[config.mk]
export PLATFORM = sky130hd
export DESIGN_NAME = alu_exec_unit_flat
export DESIGN_NICKNAME = d
export VERILOG_FILES = /design/src/rtl/alu_exec_if.sv /design/src/rtl/alu_exec_unit.sv /design/src/flat_wrapper.sv
export SDC_FILE = /design/constraint.sdc
export NUM_CORES = 1
export LEC_CHECK = 0
export CORE_ASPECT_RATIO = 1.2
export CORE_MARGIN = 3
export CORE_UTILIZATION = 35
export DETAILED_ROUTE_END_ITERATION = 16
export GPL_TIMING_DRIVEN = 0
export PLACE_DENSITY = 0.65
export SYNTH_ARGS = -nofsm -noshare
export SYNTH_HDL_FRONTEND = slang
export SYNTH_SLANG_ARGS = --single-unit
export TNS_END_PERCENT = 20
[constraint.sdc]
create_clock -name clk -period 3 [get_ports clk]
set_input_delay 0.45 -clock clk [delete_from_list [all_inputs] [get_ports clk]]
set_output_delay 0.45 -clock clk [all_outputs]
set_load 0.05 [all_outputs]
[src/rtl/alu_exec_if.sv]
`timescale 1ns/1ps
`default_nettype none
// ============================================================================
// Module   : alu_exec_if
// Purpose  : Upstream op/operand handshake and downstream result handshake
//            bundle for alu_exec_unit.
// Revision : 1.0 - initial release
// ============================================================================
interface alu_exec_if #(
    parameter int WIDTH = 32,
    parameter int OPW   = 4
) ();
    logic             in_valid;
    logic             in_ready;
    logic [OPW-1:0]   aluoperation;
    logic [WIDTH-1:0] operand_a;
    logic [WIDTH-1:0] operand_b;
    logic             out_valid;
    logic             out_ready;
    logic [WIDTH-1:0] result;
    logic             zero;
    logic             overflow;
    logic             illegal_op;

    // Producer side: issues ops and consumes results
    modport master (
        output in_valid, aluoperation, operand_a, operand_b, out_ready,
        input  in_ready, out_valid, result, zero, overflow, illegal_op
    );

    // Execution unit side
    modport slave (
        input  in_valid, aluoperation, operand_a, operand_b, out_ready,
        output in_ready, out_valid, result, zero, overflow, illegal_op
    );
endinterface
`default_nettype wire

[src/rtl/alu_exec_unit.sv]
`timescale 1ns/1ps
`default_nettype none
// ============================================================================
// Module   : alu_exec_unit
// Purpose  : Registered ALU execution stage. AND/OR/ADD/SUB/SLT complete in
//            one cycle; unsupported opcodes complete as illegal with a zero
//            result. Results are held under a valid/ready handshake.
// Options  : ALU_EXEC_MUL_EN - adds opcode 1000, a serial shift-add unsigned
//            multiply (low WIDTH bits) taking WIDTH+1 cycles.
// Revision : 1.0 - initial release
// ============================================================================
module alu_exec_unit #(
    parameter int WIDTH = 32,
    parameter int OPW   = 4
) (
    input  logic     clk,
    input  logic     rst_n,
    alu_exec_if.slave bus
);

    localparam logic [OPW-1:0] c_op_and = OPW'(4'b0000);
    localparam logic [OPW-1:0] c_op_or  = OPW'(4'b0001);
    localparam logic [OPW-1:0] c_op_add = OPW'(4'b0010);
    localparam logic [OPW-1:0] c_op_sub = OPW'(4'b0110);
    localparam logic [OPW-1:0] c_op_slt = OPW'(4'b0111);
`ifdef ALU_EXEC_MUL_EN
    localparam logic [OPW-1:0] c_op_mul = OPW'(4'b1000);
    localparam int             c_cw     = $clog2(WIDTH + 1);
`endif

    typedef enum logic [1:0] {
        S_IDLE = 2'd0,
        S_EXEC = 2'd1,
        S_HOLD = 2'd2
    } state_t;

    state_t           state_q, state_d;
    logic [WIDTH-1:0] result_q, result_d;
    logic             zero_q, zero_d;
    logic             overflow_q, overflow_d;
    logic             illegal_q, illegal_d;

`ifdef ALU_EXEC_MUL_EN
    logic [c_cw-1:0]  cnt_q, cnt_d;
    logic [WIDTH-1:0] mcand_q, mcand_d;
    logic [WIDTH-1:0] mplier_q, mplier_d;
    logic [WIDTH-1:0] acc_q, acc_d;
    logic             w_is_mul;
`endif

    logic             w_in_ready;
    logic             w_accept;
    logic [WIDTH-1:0] w_sum;
    logic [WIDTH-1:0] w_diff;
    logic             w_slt;
    logic [WIDTH-1:0] w_alu_res;
    logic             w_alu_ov;
    logic             w_alu_ill;

    // A new op can enter when idle, or when the held result leaves this edge
    assign w_in_ready = (state_q == S_IDLE) || ((state_q == S_HOLD) && bus.out_ready);
    assign w_accept   = bus.in_valid && w_in_ready;

    assign w_sum  = bus.operand_a + bus.operand_b;
    assign w_diff = bus.operand_a - bus.operand_b;
    assign w_slt  = $signed(bus.operand_a) < $signed(bus.operand_b);

    // Single-cycle datapath evaluated directly on the incoming operands
    always_comb begin
        w_alu_res = '0;
        w_alu_ov  = 1'b0;
        w_alu_ill = 1'b0;
`ifdef ALU_EXEC_MUL_EN
        w_is_mul  = 1'b0;
`endif
        case (bus.aluoperation)
            c_op_and: w_alu_res = bus.operand_a & bus.operand_b;
            c_op_or:  w_alu_res = bus.operand_a | bus.operand_b;
            c_op_add: begin
                w_alu_res = w_sum;
                w_alu_ov  = (bus.operand_a[WIDTH-1] == bus.operand_b[WIDTH-1]) &&
                            (w_sum[WIDTH-1] != bus.operand_a[WIDTH-1]);
            end
            c_op_sub: begin
                w_alu_res = w_diff;
                w_alu_ov  = (bus.operand_a[WIDTH-1] != bus.operand_b[WIDTH-1]) &&
                            (w_diff[WIDTH-1] != bus.operand_a[WIDTH-1]);
            end
            c_op_slt: w_alu_res = {{(WIDTH-1){1'b0}}, w_slt};
`ifdef ALU_EXEC_MUL_EN
            c_op_mul: w_is_mul = 1'b1;
`endif
            default:  w_alu_ill = 1'b1;
        endcase
    end

    // Next-state and next-output logic; everything holds unless changed
    always_comb begin
        state_d    = state_q;
        result_d   = result_q;
        zero_d     = zero_q;
        overflow_d = overflow_q;
        illegal_d  = illegal_q;
`ifdef ALU_EXEC_MUL_EN
        cnt_d      = cnt_q;
        mcand_d    = mcand_q;
        mplier_d   = mplier_q;
        acc_d      = acc_q;
`endif
        case (state_q)
            S_IDLE, S_HOLD: begin
                if ((state_q == S_HOLD) && bus.out_ready) begin
                    state_d = S_IDLE;
                end
                if (w_accept) begin
`ifdef ALU_EXEC_MUL_EN
                    if (w_is_mul) begin
                        state_d  = S_EXEC;
                        cnt_d    = c_cw'(WIDTH);
                        acc_d    = '0;
                        mcand_d  = bus.operand_a;
                        mplier_d = bus.operand_b;
                    end else
`endif
                    begin
                        state_d    = S_HOLD;
                        result_d   = w_alu_res;
                        zero_d     = (w_alu_res == '0);
                        overflow_d = w_alu_ov;
                        illegal_d  = w_alu_ill;
                    end
                end
            end
`ifdef ALU_EXEC_MUL_EN
            S_EXEC: begin
                if (cnt_q == '0) begin
                    state_d    = S_HOLD;
                    result_d   = acc_q;
                    zero_d     = (acc_q == '0);
                    overflow_d = 1'b0;
                    illegal_d  = 1'b0;
                end else begin
                    // One multiplier bit per cycle, LSB first
                    acc_d    = acc_q + (mplier_q[0] ? mcand_q : '0);
                    mcand_d  = mcand_q << 1;
                    mplier_d = mplier_q >> 1;
                    cnt_d    = cnt_q - c_cw'(1);
                end
            end
`endif
            default: state_d = S_IDLE;
        endcase
    end

    // Control and result registers
    always_ff @(posedge clk or negedge rst_n) begin
        if (!rst_n) begin
            state_q    <= S_IDLE;
            result_q   <= '0;
            zero_q     <= 1'b0;
            overflow_q <= 1'b0;
            illegal_q  <= 1'b0;
        end else begin
            state_q    <= state_d;
            result_q   <= result_d;
            zero_q     <= zero_d;
            overflow_q <= overflow_d;
            illegal_q  <= illegal_d;
        end
    end

`ifdef ALU_EXEC_MUL_EN
    // Serial multiplier working registers
    always_ff @(posedge clk or negedge rst_n) begin
        if (!rst_n) begin
            cnt_q    <= '0;
            mcand_q  <= '0;
            mplier_q <= '0;
            acc_q    <= '0;
        end else begin
            cnt_q    <= cnt_d;
            mcand_q  <= mcand_d;
            mplier_q <= mplier_d;
            acc_q    <= acc_d;
        end
    end
`endif

    assign bus.in_ready   = w_in_ready;
    assign bus.out_valid  = (state_q == S_HOLD);
    assign bus.result     = result_q;
    assign bus.zero       = zero_q;
    assign bus.overflow   = overflow_q;
    assign bus.illegal_op = illegal_q;

endmodule
`default_nettype wire

[src/flat_wrapper.sv]
// flat-port wrapper written by rule: the top's interface ports become plain ports
module alu_exec_unit_flat 
#(
    parameter int WIDTH = 32,
    parameter int OPW   = 4
)
  (clk, rst_n, bus_in_valid, bus_aluoperation, bus_operand_a, bus_operand_b, bus_out_ready, bus_in_ready, bus_out_valid, bus_result, bus_zero, bus_overflow, bus_illegal_op);
  alu_exec_if #(.WIDTH(WIDTH), .OPW(OPW)) bus_i ();
  input  logic clk;
  input  logic rst_n;
  input wire logic [$bits(bus_i.in_valid)-1:0] bus_in_valid;
  input wire logic [$bits(bus_i.aluoperation)-1:0] bus_aluoperation;
  input wire logic [$bits(bus_i.operand_a)-1:0] bus_operand_a;
  input wire logic [$bits(bus_i.operand_b)-1:0] bus_operand_b;
  input wire logic [$bits(bus_i.out_ready)-1:0] bus_out_ready;
  output wire logic [$bits(bus_i.in_ready)-1:0] bus_in_ready;
  output wire logic [$bits(bus_i.out_valid)-1:0] bus_out_valid;
  output wire logic [$bits(bus_i.result)-1:0] bus_result;
  output wire logic [$bits(bus_i.zero)-1:0] bus_zero;
  output wire logic [$bits(bus_i.overflow)-1:0] bus_overflow;
  output wire logic [$bits(bus_i.illegal_op)-1:0] bus_illegal_op;
  assign bus_i.in_valid = bus_in_valid;
  assign bus_i.aluoperation = bus_aluoperation;
  assign bus_i.operand_a = bus_operand_a;
  assign bus_i.operand_b = bus_operand_b;
  assign bus_i.out_ready = bus_out_ready;
  assign bus_in_ready = bus_i.in_ready;
  assign bus_out_valid = bus_i.out_valid;
  assign bus_result = bus_i.result;
  assign bus_zero = bus_i.zero;
  assign bus_overflow = bus_i.overflow;
  assign bus_illegal_op = bus_i.illegal_op;
  alu_exec_unit #(.WIDTH(WIDTH), .OPW(OPW)) u_core (.clk(clk), .rst_n(rst_n), .bus(bus_i));
endmodule
==> summary.txt, run 1 <==
Outcome
  • Status: finished with violations
  • Failing checks: negative setup slack

Cells and area
  • Fillers: 1848
  • Area grow syn2layout: 45.3%
  • Commonest non-fill, non-tap cell in the layout: nand2_1
  • Layout cells sized above 1: 26.8%
  • Most frequent cells in the layout: 83 x nand2_1, 81 x inv_1, 77 x ha_1
  • Final instance area: 9780 um^2
  • Number of diodes: 0
  • Post-layout util: 52.8%
  • Nets: 1267

Place
  • Area after DPL: 8150 um^2
  • Placer Congestion: 0.994
  • Worst slack, placed: -1.86 ns
  • HPWL Detailed: 20500 um
  • I/O Buffers: 106

Timing
  • Final Hold Vio Count: 0
  • Setup TNS: -3.47 ns
  • Rel. slew slack: 28.0%
  • Final setup vio count: 12
  • Final cycle utilization of the critical path: 126%
  • Min cycle time layout: 3.77 ns
  • Max frequency: 0.265 GHz
  • Skew final: 0.00258 ns
  • Slew Viols, Final: 0
  • Worst Tran Pin Value: 1.07 ns
  • RSZ-0062 raised after global routing: yes
  • Setup slack after layout: -0.772 ns

Worst setup path
  • Flop-to-flop setup slack: -0.03 ns
  • Worst path required time: 3.17 ns
  • CP Capture Type: register
  • RR Endpoint: u_core.bus.zero$_DFFE_PN0P_
  • WS Path Type: input pin to register
  • Worst-path maximum fanout: 5
  • R2R depth: 11
  • CP startpoint kind: input pin
  • Launching point of the worst reg2reg path: u_core.state_q[1]$_DFFE_PN0P_
  • Worst path arrival time: 3.95 ns

Route
  • Initial drt markers: 853
  • Routed WL: 27000 um
  • Vias: 7902
  • Wire per inst: 20.0 um
  • Final ANT Viol Nets: 0
  • DRC Markers: 0
  • Post-DR vias/cell: 5.86
  • Drt first pass iters: 5

Die
  • Initial Util: 36.4%
  • Top Ports: 109
  • Rows: 54
  • Core Area: 18500 um^2
  • Die Height: 158 um
  • Die footprint: 20900 um^2
  • Die W: 133 um

Power
  • Max IR drop VDD: 222 uV
  • Design Power: 3.06 mW
  • PD cells: 313 nW/um^2
  • Leakage: 4.25 nW

Synth
  • Synth Instances: 927
  • Post-Syn Nets: 1099
  • Cell variety after synth: 85
  • Yosys warns: 0
  • FF+latch count, synth: 36
  • Top_reg_cell synth: dfrtp_1
  • Register area share after synthesis: 13.4%
  • EDFF count, synth: 0
  • Mapped Avg Cell Area: 7.26 um^2
  • Synth async-reset ratio: 100%
  • Synthesized cell area: 6730 um^2

Global route
  • Largest net degree at the start of global routing: 37
  • Antenna violations before repair: 0
  • Total grt overflow: 0
  • Global Route Usage Sum: 24.3%
  • Vias in the first global route: 7462
  • Global-route wire length before repair: 41300 um

CTS
  • Worst skew pair latency: 0.28 ns
  • Root buffer cell: clkbuf_16
  • H-tree depth: 2
  • Clk sinks: 36
  • Clk slew on worst S/H paths: 0.06 ns
  • Max Buffers Root-to-Sink: 2
  • TritonCTS Buffers: 5
  • CTS tree: built

Hold path
  • Hold crit path type: input pin to asynchronous set/reset pin

Job
  • Max-cap viol count: 0
report_power, final:
part / internal [mW] / switching, mW
sequential: 0.533 / 0.0296
clock: 0.390 / 0.193
combinational: 0.771 / 1.15
total: 1.69 / 1.37
layer usage:
| layer | global-route usage, % | wire length [um] | vias up | part of all wire [%] |
|---|---|---|---|---|
| li1 | - | - | 3660 | - |
| met1 | 31.9 | 11000 | 3757 | 41 |
| met2 | 41.8 | 12900 | 420 | 48 |
| met3 | 2.67 | 2230 | 65 | 8.3 |
| met4 | 8.32 | 898 | 0 | 3.3 |
| met5 | 0 | 0 | - | 0 |
worst max-delay path, stage by stage:
cell and delay, ns:
clkdlybuf4s50_1 0.48, inv_1 0.09, ha_4 0.32, inv_2 0.08, o31a_1 0.34, a21oi_2 0.20
nor3_1 0.08, or4_1 0.48, o32a_1 0.37, a2111o_1 0.34, nor4_4 0.19, nand4_1 0.17
o41ai_2 0.36
cells in the mapped netlist, types with 11 or more instances:
cell	n	area share, %
a21oi_1	81	6.0
clkbuf_1	24	1.3
nor2_1	70	3.9
a211oi_1	14	1.6
xnor2_1	21	2.7
a31oi_1	12	1.1
o31ai_1	18	2.0
o21ai_0	50	3.7
o22ai_1	13	1.2
nor2b_1	11	1.0
a21o_1	12	1.3
nor3_1	24	1.8
nand2_1	85	4.7
nor4_1	12	1.1
mux2i_1	24	3.6
dfrtp_1	36	13
inv_1	109	6.1
nand4_1	18	1.7
ha_1	98	18
buf_2	19	1.4
metrics by stage:
step | cells | hold WS (ns)
floorplan | 927 | 0.154
global placement | 1285 | 0.451
detailed placement | 1285 | 0.466
CTS | 1329 | 0.283
global route | 1348 | 0.312
finish | 1348 | 0.257
worst max path at each step:
| stage | slack [ns] | end | cells after the start | startpoint |
|---|---|---|---|---|
| floorplan | -0.39 | u_core.bus.zero$_DFFE_PN0P_ | 13 | bus_operand_a[1] |
| finish | -0.77 | u_core.bus.zero$_DFFE_PN0P_ | 13 | bus_operand_b[20] |
| global placement | -1.77 | u_core.bus.zero$_DFFE_PN0P_ | 15 | bus_operand_b[0] |
| detailed placement | -1.86 | u_core.bus.zero$_DFFE_PN0P_ | 15 | bus_operand_b[0] |
| global route | -0.89 | u_core.bus.zero$_DFFE_PN0P_ | 17 | bus_operand_a[0] |
| CTS | -0.82 | u_core.bus.zero$_DFFE_PN0P_ | 14 | bus_operand_b[19] |
flip-flops by register name (all words and copies together) (netlist names):
signal                 count
u_core.state_q             1
u_core.bus.zero            1
u_core.bus.result         32
u_core.bus.overflow        1
u_core.bus.illegal_op      1
area by class of cell:
cell class              count  area, um^2  area share, %
inverters                 112         444           4.54
flip-flops and latches     36         901           9.21
clock inverters             3        42.5          0.435
clock buffers               5         125           1.28
plain buffers              48         348           3.56
repair buffers            166        1500           15.3
well taps                 252         315           3.22
multi-input cells         726        6110           62.4
logic make-up (layout without fill, tap and decap cells):
group | count (synthesis) | count (layout) | share of synthesized area [%]
simple gates | 276 | 276 | 20.0
buf+inv | 165 | 334 | 10.1
mux | 26 | 26 | 3.90
xor+xnor | 22 | 22 | 2.86
compound gates | 302 | 302 | 30.9
fa+ha+maj | 100 | 100 | 18.8
flops | 36 | 36 | 13.4
what timing repair did:
| item | CTS | global route |
|---|---|---|
| setup buffers | 41 | 20 |
| gates resized for setup | 202 | 139 |
| hold buffers | 0 | 0 |
| pin swaps | 42 | 58 |
| endpoints found under the setup margin | 27 | 22 |
| gates cloned | 0 | 0 |
Power figures use the tool's default switching activity.
==> inputs of run 2 (changes only) <==
--- a/config.mk
+++ b/config.mk
@@ -5,11 +5,12 @@
 export SDC_FILE = /design/constraint.sdc
 export NUM_CORES = 1
 export LEC_CHECK = 0
+export ABC_CLOCK_PERIOD_IN_PS = 3000
 export CORE_ASPECT_RATIO = 1.2
 export CORE_MARGIN = 3
 export CORE_UTILIZATION = 35
 export DETAILED_ROUTE_END_ITERATION = 16
-export GPL_TIMING_DRIVEN = 0
+export GPL_TIMING_DRIVEN = 1
 export PLACE_DENSITY = 0.65
 export SYNTH_ARGS = -nofsm -noshare
 export SYNTH_HDL_FRONTEND = slang
==> constraint.sdc (replaced) <==
create_clock -name clk -period 3 [get_ports clk]
set_input_delay 0.9 -clock clk [delete_from_list [all_inputs] [get_ports clk]]
set_output_delay 0.9 -clock clk [all_outputs]
set_load 0.05 [all_outputs]
==> run 2 against run 1 <==
  * The flow still finishes with violations (negative setup slack)
  * Clock power shrank 12%
  * Clock skew grew 0.0018 ns
  * Utilization grew 15 points
  * Sequential power is essentially flat
  * Critical path depth shrank 1
  * Register-to-register slack gained 0.66 ns
  * Fmax shrank 5.7%
  * Cell count grew 24%
  * Critical path type unchanged
  * Largest power group unchanged
==> summary.txt, run 2 (synthesis results as in run 1) <==
Outcome
  • Status: finished with violations
  • Failing checks: negative setup slack

Cells and area
  • Commonest non-fill, non-tap cell in the layout: buf_4
  • Post-layout util: 67.8%
  • Max FFs per register: 32
  • Layout cells sized above 1: 47.2%
  • Number of diodes: 0
  • Area grow syn2layout: 86.4%
  • Final instance area: 12600 um^2
  • Final cell count without fillers: 1675
  • Most frequent cells in the layout: 409 x buf_4, 81 x nand2_1, 70 x inv_1
  • Nets: 1594

Power
  • Design Power: 3.50 mW
  • Leakage: 5.91 nW
  • PD cells: 278 nW/um^2
  • Max IR drop VDD: 273 uV

CTS
  • Clk slew on worst S/H paths: 0.06 ns
  • Clk sinks: 36
  • Worst skew pair latency: 0.28 ns
  • CTS tree: built
  • Max Buffers Root-to-Sink: 2
  • Number of hold buffers added after CTS: 0
  • H-tree depth: 2
  • TritonCTS Buffers: 5
  • Root buffer cell: clkbuf_16

Die
  • Die W: 133 um
  • Core Area: 18500 um^2
  • Die Height: 158 um
  • Initial Util: 36.4%
  • Die footprint: 20900 um^2
  • Rows: 54
  • Top Ports: 109

Place
  • Placer Congestion: 0.977
  • Placed cell count: 1616
  • I/O Buffers: 108
  • HPWL Detailed: 23700 um
  • Worst slack, placed: -1.82 ns
  • Area after DPL: 10900 um^2

Worst setup path
  • WS Path Type: input pin to register
  • CP Capture Type: register
  • Worst path arrival time: 4.18 ns
  • Worst path required time: 3.18 ns
  • CP startpoint kind: input pin
  • Worst-path maximum fanout: 5

Timing
  • WHS: 0.471 ns
  • Rel. slew slack: 58.5%
  • Worst Tran Pin Value: 0.617 ns
  • Max frequency: 0.250 GHz
  • Final setup vio count: 28
  • Setup slack after layout: -1.00 ns
  • Setup TNS: -13.09 ns
  • Slew Viols, Final: 0
  • RSZ-0062 raised after global routing: yes
  • Final cycle utilization of the critical path: 133%
  • Min cycle time layout: 4.00 ns
  • Final Hold Vio Count: 0
  • Skew final: 0.00437 ns

Route
  • Wire per inst: 17.8 um
  • Post-DR vias/cell: 5.39
  • Drt first pass iters: 7
  • DRC Markers: 0
  • Initial drt markers: 655
  • Routed WL: 29800 um
  • Final ANT Viol Nets: 0
  • Vias: 9028

Global route
  • Global Route Usage Sum: 27.0%
  • Antenna violations before repair: 0
  • Largest net degree at the start of global routing: 37
  • Global-route wire length before repair: 46000 um
  • Total grt overflow: 0
  • Vias in the first global route: 8970

Hold path
  • Hold crit path type: register to register

Job
  • Max-cap viol count: 0
[run 2: cell types whose count changed in the layout (fill, tap and decap cells not counted), sizes merged, moves of 2 or more]
cell           previous run  this run
clkdlybuf4s15             4         8
dlygate4sd2               9        20
dlymetal6s2s             11         6
clkdlybuf4s50            68        66
clkbuf                   34         5
buf                      93       441
[run 2: final cells by class]
type,instances,area (um^2)
timing repair buffer,541,4450
clock buffer,5,125
multi-input combinational,726,6310
tap,252,315
fill,1582,5960
sequential,36,901
clock inverter,3,21.3
inverter,112,427
[run 2: per-layer routing]
layer / global-route usage [%] / wire (um) / vias up / share of wire [%]
li1: - / - / 4311 / -
met1: 33.4 / 12400 / 4309 / 41
met2: 48.7 / 14600 / 343 / 49
met3: 3.34 / 1880 / 65 / 6.3
met4: 8.71 / 974 / 0 / 3.3
met5: 0 / 0 / - / 0
[run 2: path summary, 6_finish.rpt]
check                                             startpoint                                 to  slack [ns]  cells after the start
min                        u_core.bus.result[24]$_DFFE_PN0P_  u_core.bus.result[24]$_DFFE_PN0P_        0.47                      2
max in group asynchronous                              rst_n   u_core.bus.result[3]$_DFFE_PN0P_        1.64                      2
max                                        bus_operand_b[25]        u_core.bus.zero$_DFFE_PN0P_       -1.00                     12
min reg2reg                u_core.bus.result[24]$_DFFE_PN0P_  u_core.bus.result[24]$_DFFE_PN0P_        0.47                      2
max reg2reg                    u_core.state_q[1]$_DFFE_PN0P_        u_core.bus.zero$_DFFE_PN0P_        0.63                     10
min in group asynchronous                              rst_n  u_core.bus.result[19]$_DFFE_PN0P_        1.03                      2
[run 2: timing repair]
item / CTS / global route
pin swaps: 83 / 75
resized for setup: 234 / 101
setup endpoints to repair: 31 / 30
buffers inserted: 35 / 19
[run 2: report_power, final]
group | switching, mW | total, mW | internal (mW) | leakage, nW
Combinational | 1.25 | 2.42 | 1.17 | 5.37
Clock | 0.202 | 0.511 | 0.308 | 0.0702
Sequential | 0.0294 | 0.562 | 0.533 | 0.477
[run 2: worst max-delay path, cell delays in order]
cell	delay, ns
clkdlybuf4s50_1	0.50
inv_1	0.10
ha_4	0.30
nand4_1	0.17
a21oi_2	0.21
nor3_1	0.07
or4_1	0.51
o32a_1	0.37
a2111o_1	0.42
nor4_2	0.26
nand4_1	0.15
o41ai_2	0.22
==> inputs of run 3 (changes only) <==
--- a/config.mk
+++ b/config.mk
@@ -6,6 +6,7 @@
 export NUM_CORES = 1
 export LEC_CHECK = 0
 export ABC_CLOCK_PERIOD_IN_PS = 3000
+export CAP_MARGIN = 25
 export CORE_ASPECT_RATIO = 1.2
 export CORE_MARGIN = 3
 export CORE_UTILIZATION = 35
==> results of run 3 <==
Same layout as run 2: the final DEF is identical, and so are final timing and power.
==> patch 1, RTL diff (settings of run 1) <==
Build with the macro `ALU_EXEC_MUL_EN` defined.
--- a/src/rtl/alu_exec_unit.sv
+++ b/src/rtl/alu_exec_unit.sv
@@ -11,2 +11,4 @@
 // ============================================================================
+`define ALU_EXEC_MUL_EN
+
 module alu_exec_unit #(
Function: changed (Yosys sat finds a counterexample within 4 cycles, from zero or initial values and one cycle with rst_n low).
==> patch 1 against run 1 <==
- the run still ends with setup timing left
- design area rose by 84%
- count of clock-buffer cells in the layout rose by 15
- cell count rose by 82%
- die area rose by 89%
- power rose to 3.1 times the old value
- synthesized area rose by 93%
- core utilization fell by 3.2 points
- setup slack improved by 350 ps
- wire length rose by 100%
- sequential cell count rose by 103
==> patch 1: results (changes against run 1) <==
- By count the netlist is led by a21oi_1 (191), nand2_1 (186), nor2_1 (186).
- The area taken by flip-flops and latches is 0.003480 sq mm (+290%).
- The post-cts repair resize count is 490 (+140%).
- The first-pass GRT wire length is 82.76 mm (+100%).
- The number of buffers added by the clock tree synthesis step came to 17 (+12).
- The count of different cell masters after synthesis was 78 (-8.2%).
- The via total after detailed routing is 14210 (+80%).
- The cell count of the worst reg-to-reg path came to 15 (+4).
- The number of antenna violations at the first check in global routing is 1 (+1).
- The number of standard cells in the final layout excluding fillers is 2450 (+82%).
- The number of antenna repair diodes came to 1 (+1).
- The final reports fail on setup timing.
- The peak supply drop was 0.4115 mV (+85%).
- The number of inserted filler cells in the final layout is 3473 (+88%).
- The HPWL after detailed placement is 40.64 mm (+98%).
- The slew at the pin closest to its max-slew limit came to 970.5 ps (-100.8 ps).
- The buffering overhead was 14.60% (-4.3 points).
- By area the synthesized netlist is led by dfrtp_1 (27%), ha_1 (13%), a21oi_1 (7.4%).
- The per-cell routed wire length is 22.22 um (+11%).
- The most critical setup path has its endpoint at u_core.acc_q[31]$_DFFE_PN0P_.
- The maximum fanout along the worst path came to 6 (+1).
- The number of setup buffers added after CTS came to 108 (+160%).
- The number of DRC markers in iteration 0 is 1273 (+49%).
- The number of inverters outside the clock class in the layout came to 129 (+15%).
- The critical path class is flop to flop.
- The flow ran to the end, but the final reports show violations.
- The total of endpoints with negative setup slack in the final report is 32 (+20).
- The minimum setup slack in the final design is -423.2 ps (+349.1 ps).
- The H-tree depth is 4 (+2).
- The final RePlAce weighted congestion is 0.9872 (-0.71%).
- The number of buffers outside the clock class in the layout is 325 (+52%).
- The arrival time reported for the critical path endpoint was 3740 ps (-210 ps).
- The critical-path cell with the highest stage delay is dfrtp_2.
## patch 1: cell count changes in the layout (fill, tap and decap cells not counted), sizes merged, moves of 13 or more
cell,change
nor2,+117
a21oi,+109
dfrtp,+103
o21ai,+103
nand2,+101
buf,+71
clkbuf,+61
ha,+34
and2,+30
inv,+20
nand3,+18
mux2i,+16
clkdlybuf4s50,-13
## patch 1: per-layer routing
layer,track usage (%),share of wire (%),routed length (um)
met1,33.88,42,22670
met2,45.86,48,26080
met3,4.112,6.2,3398
met4,11.02,4.2,2290
met5,0,0,0
## patch 1: kinds of logic after synthesis
logic type / count (synthesis) / share of synthesized area (%)
buf+inv: 223 / 6.519
fa+ha+maj: 135 / 13.17
simple gates: 585 / 21.02
flops: 139 / 26.77
mux: 41 / 3.168
compound gates: 565 / 27.33
xor+xnor: 30 / 2.022
## patch 1: critical path, delay by kind of cell (launching register included)
family / cells / cell delay [ps]
fa+ha+maj: 1 / 220
flops: 1 / 470
compound gates: 9 / 1570
simple gates: 3 / 750
buf+inv: 1 / 150
xor+xnor: 1 / 130
## patch 1: metrics by stage
| step | cell area, sq um | utilization (%) | hold WS (ps) | setup slack, ps | TNS (ps) |
|---|---|---|---|---|---|
| finish | 17970 | 49.59 | 407.8 | -423.2 | -4041 |
| floorplan | 13040 | - | 154.4 | -312.0 | -1649 |
| global placement | 14690 | 40.55 | 465.0 | -4463 | -762870 |
| global route | 17970 | 49.59 | 429.4 | -476.9 | -7599 |
| detailed placement | 14720 | 40.63 | 427.6 | -2278 | -146820 |
| CTS | 17460 | 48.20 | 388.1 | -363.1 | -3322 |
## patch 1: power breakdown
part	total [mW]	internal, mW	switching (mW)
logic	4.39	1.86	2.53
registers	2.92	2.41	0.509
clock network	2.20	1.23	0.963
==> patch 2, RTL diff (config.mk and constraints of run 1) <==
Made on the original files. Encoding of `state_t`: now one-hot (3 bits for 3 states).
--- a/src/rtl/alu_exec_unit.sv
+++ b/src/rtl/alu_exec_unit.sv
@@ -30,6 +30,6 @@
 
-    typedef enum logic [1:0] {
-        S_IDLE = 2'd0,
-        S_EXEC = 2'd1,
-        S_HOLD = 2'd2
+    typedef enum logic [2:0] {
+        S_IDLE = 3'b001,
+        S_EXEC = 3'b010,
+        S_HOLD = 3'b100
     } state_t;
Formal check against the unedited RTL: same outputs for any inputs over 10 cycles, from zero or initial values and one cycle with rst_n low; not proved beyond that.
==> patch 2 against run 1 <==
- the flow still finishes with violations (setup timing)
- sequential cell count is 1 higher
- wire length fell by 6.8%
- via count is 2.4% lower
- first-iteration DRC count shrank 11%
- sequential share of layout area grew 0.35 points
- count of clock-buffer cells in the layout rose by 1
- power is 34% higher
- critical path type unchanged
- non-clock buffer count up 11
- design area fell by 0.84%
- setup slack improved by 300 ps
- synthesized area decreased by 4.2%
- sequential power is 37% higher
==> patch 2: results (changes against run 1) <==
- The run finished, with violations left.
- The checks that failed: setup timing.
- The first-pass GRT wire length is 38.83 mm (-5.9%).
- Ranked by total cell area, the synthesized netlist is headed by ha_1 (19%), dfrtp_1 (14%), a21oi_1 (7.1%).
- The post-synthesis sequential area ratio is 14.37% (+0.99 points).
- The arrival time reported for the critical path endpoint came to 3690 ps (-260 ps).
- The number of inserted filler cells in the final layout came to 1621 (-12%).
- The pin count of the biggest net entering global routing is 38 (+2.7%).
- The slew at the pin closest to its max-slew limit is 1155 ps (+83.87 ps).
- The final total negative setup slack is -1178 ps (+2288 ps).
- The cell internal power dissipation is 2.048 mW (+21%).
- The number of nets in the synthesized netlist is 1094 (-0.45%).
- The post-route clock skew came to 3.052 ps (+0.4727 ps).
- The HPWL after detailed placement is 18.38 mm (-10%).
- By count the netlist is led by nand2_1 (115), ha_1 (100), inv_1 (98).
- The critical path starts at bus_operand_a[0].
- The total number of nets in the final design is 1278 (+0.87%).
- The final routed wirelength across all metal layers is 25.16 mm (-6.8%).
- The via count of the first global-routing pass is 7582 (+1.6%).
- The maximum fanout along the worst path is 3 (-2).
- The total of endpoints with negative setup slack in the final report is 7 (-5).
- The minimum setup slack in the final design came to -475.6 ps (+296.7 ps).
- The via density per instance is 5.820 (-0.72%).
- The leakage power of the design came to 4.110 nW (-3.3%).
- The per-cell routed wire length was 18.99 um (-5.2%).
- The peak supply drop is 0.3947 mV (+78%).
- The count of different cell masters after synthesis is 81 (-4.7%).
- The final RePlAce weighted congestion is 0.9350 (-6.0%).
- The number of DRC markers in iteration 0 is 761 (-11%).
## patch 2: critical path, cell delays in order
cell	delay [ps]
buf_8	100
inv_4	50
ha_4	130
fa_2	230
o21bai_4	70
a2111o_1	460
buf_6	150
buf_6	110
a211oi_4	280
o41ai_2	100
nor3_2	200
xnor2_1	110
a22oi_2	220
nand4b_1	180
nor4_2	320
nand4_1	160
nor4_2	170
a32o_1	180
## patch 2: area by class of cell
class	count	share of cell area, %
tap	220	2.838
clock inverter	2	0.1032
buffer	41	2.980
sequential	37	9.559
multi-input combinational	735	62.36
clock buffer	6	1.329
timing repair buffer	184	16.85
inverter	100	3.986
## patch 2: kinds of logic after synthesis
| family | Yosys count | share of synthesized area (%) |
|---|---|---|
| compound gates | 307 | 30.70 |
| simple gates | 294 | 21.55 |
| buf+inv | 148 | 8.961 |
| fa+ha+maj | 102 | 20.02 |
| flops | 37 | 14.37 |
| xor+xnor | 29 | 3.937 |
| mux | 3 | 0.4655 |
## patch 2: repair_timing
action,in CTS,in global routing
setup endpoints to repair,26,18
pin swaps,86,40
buffers inserted,68,13
resized for setup,317,60
## patch 2: metrics by stage
step	instance area (sq um)	hold slack, ps
after floorplan	6497	154.4
after CTS	9392	284.8
after global placement	7834	453.8
after detailed placement	7829	464.5
final	9699	264.4
after global routing	9699	333.4
## patch 2: power groups by stage
stage / clock network [mW] / logic (mW) / registers, mW
2_1_floorplan: 0 / 1.04 / 1.30
3_3_place_gp: 0 / 2.34 / 0.772
3_5_place_dp: 0 / 2.36 / 0.778
4_1_cts: 0.494 / 2.70 / 0.770
5_1_grt: 0.518 / 3.04 / 0.789
6_report: 0.485 / 2.84 / 0.769
## patch 2: metal layers
layer	vias to the layer above	share of wire [%]	track usage (%)
met5	-	0	0
met4	0	4.4	9.950
met3	91	6.8	2.660
met2	382	47	39.86
met1	3603	42	30.68
li1	3635	-	-
## patch 2: final timing paths
kind | endpoint | cells past startpoint
setup / recovery | u_core.bus.zero$_DFFE_PN0P_ | 18
hold / removal | u_core.bus.result[16]$_DFFE_PN0P_ | 1
setup reg to reg | u_core.bus.zero$_DFFE_PN0P_ | 11
hold reg to reg | u_core.bus.result[25]$_DFFE_PN0P_ | 2
max in group asynchronous | u_core.bus.result[4]$_DFFE_PN0P_ | 1
min in group clk | u_core.bus.result[25]$_DFFE_PN0P_ | 2
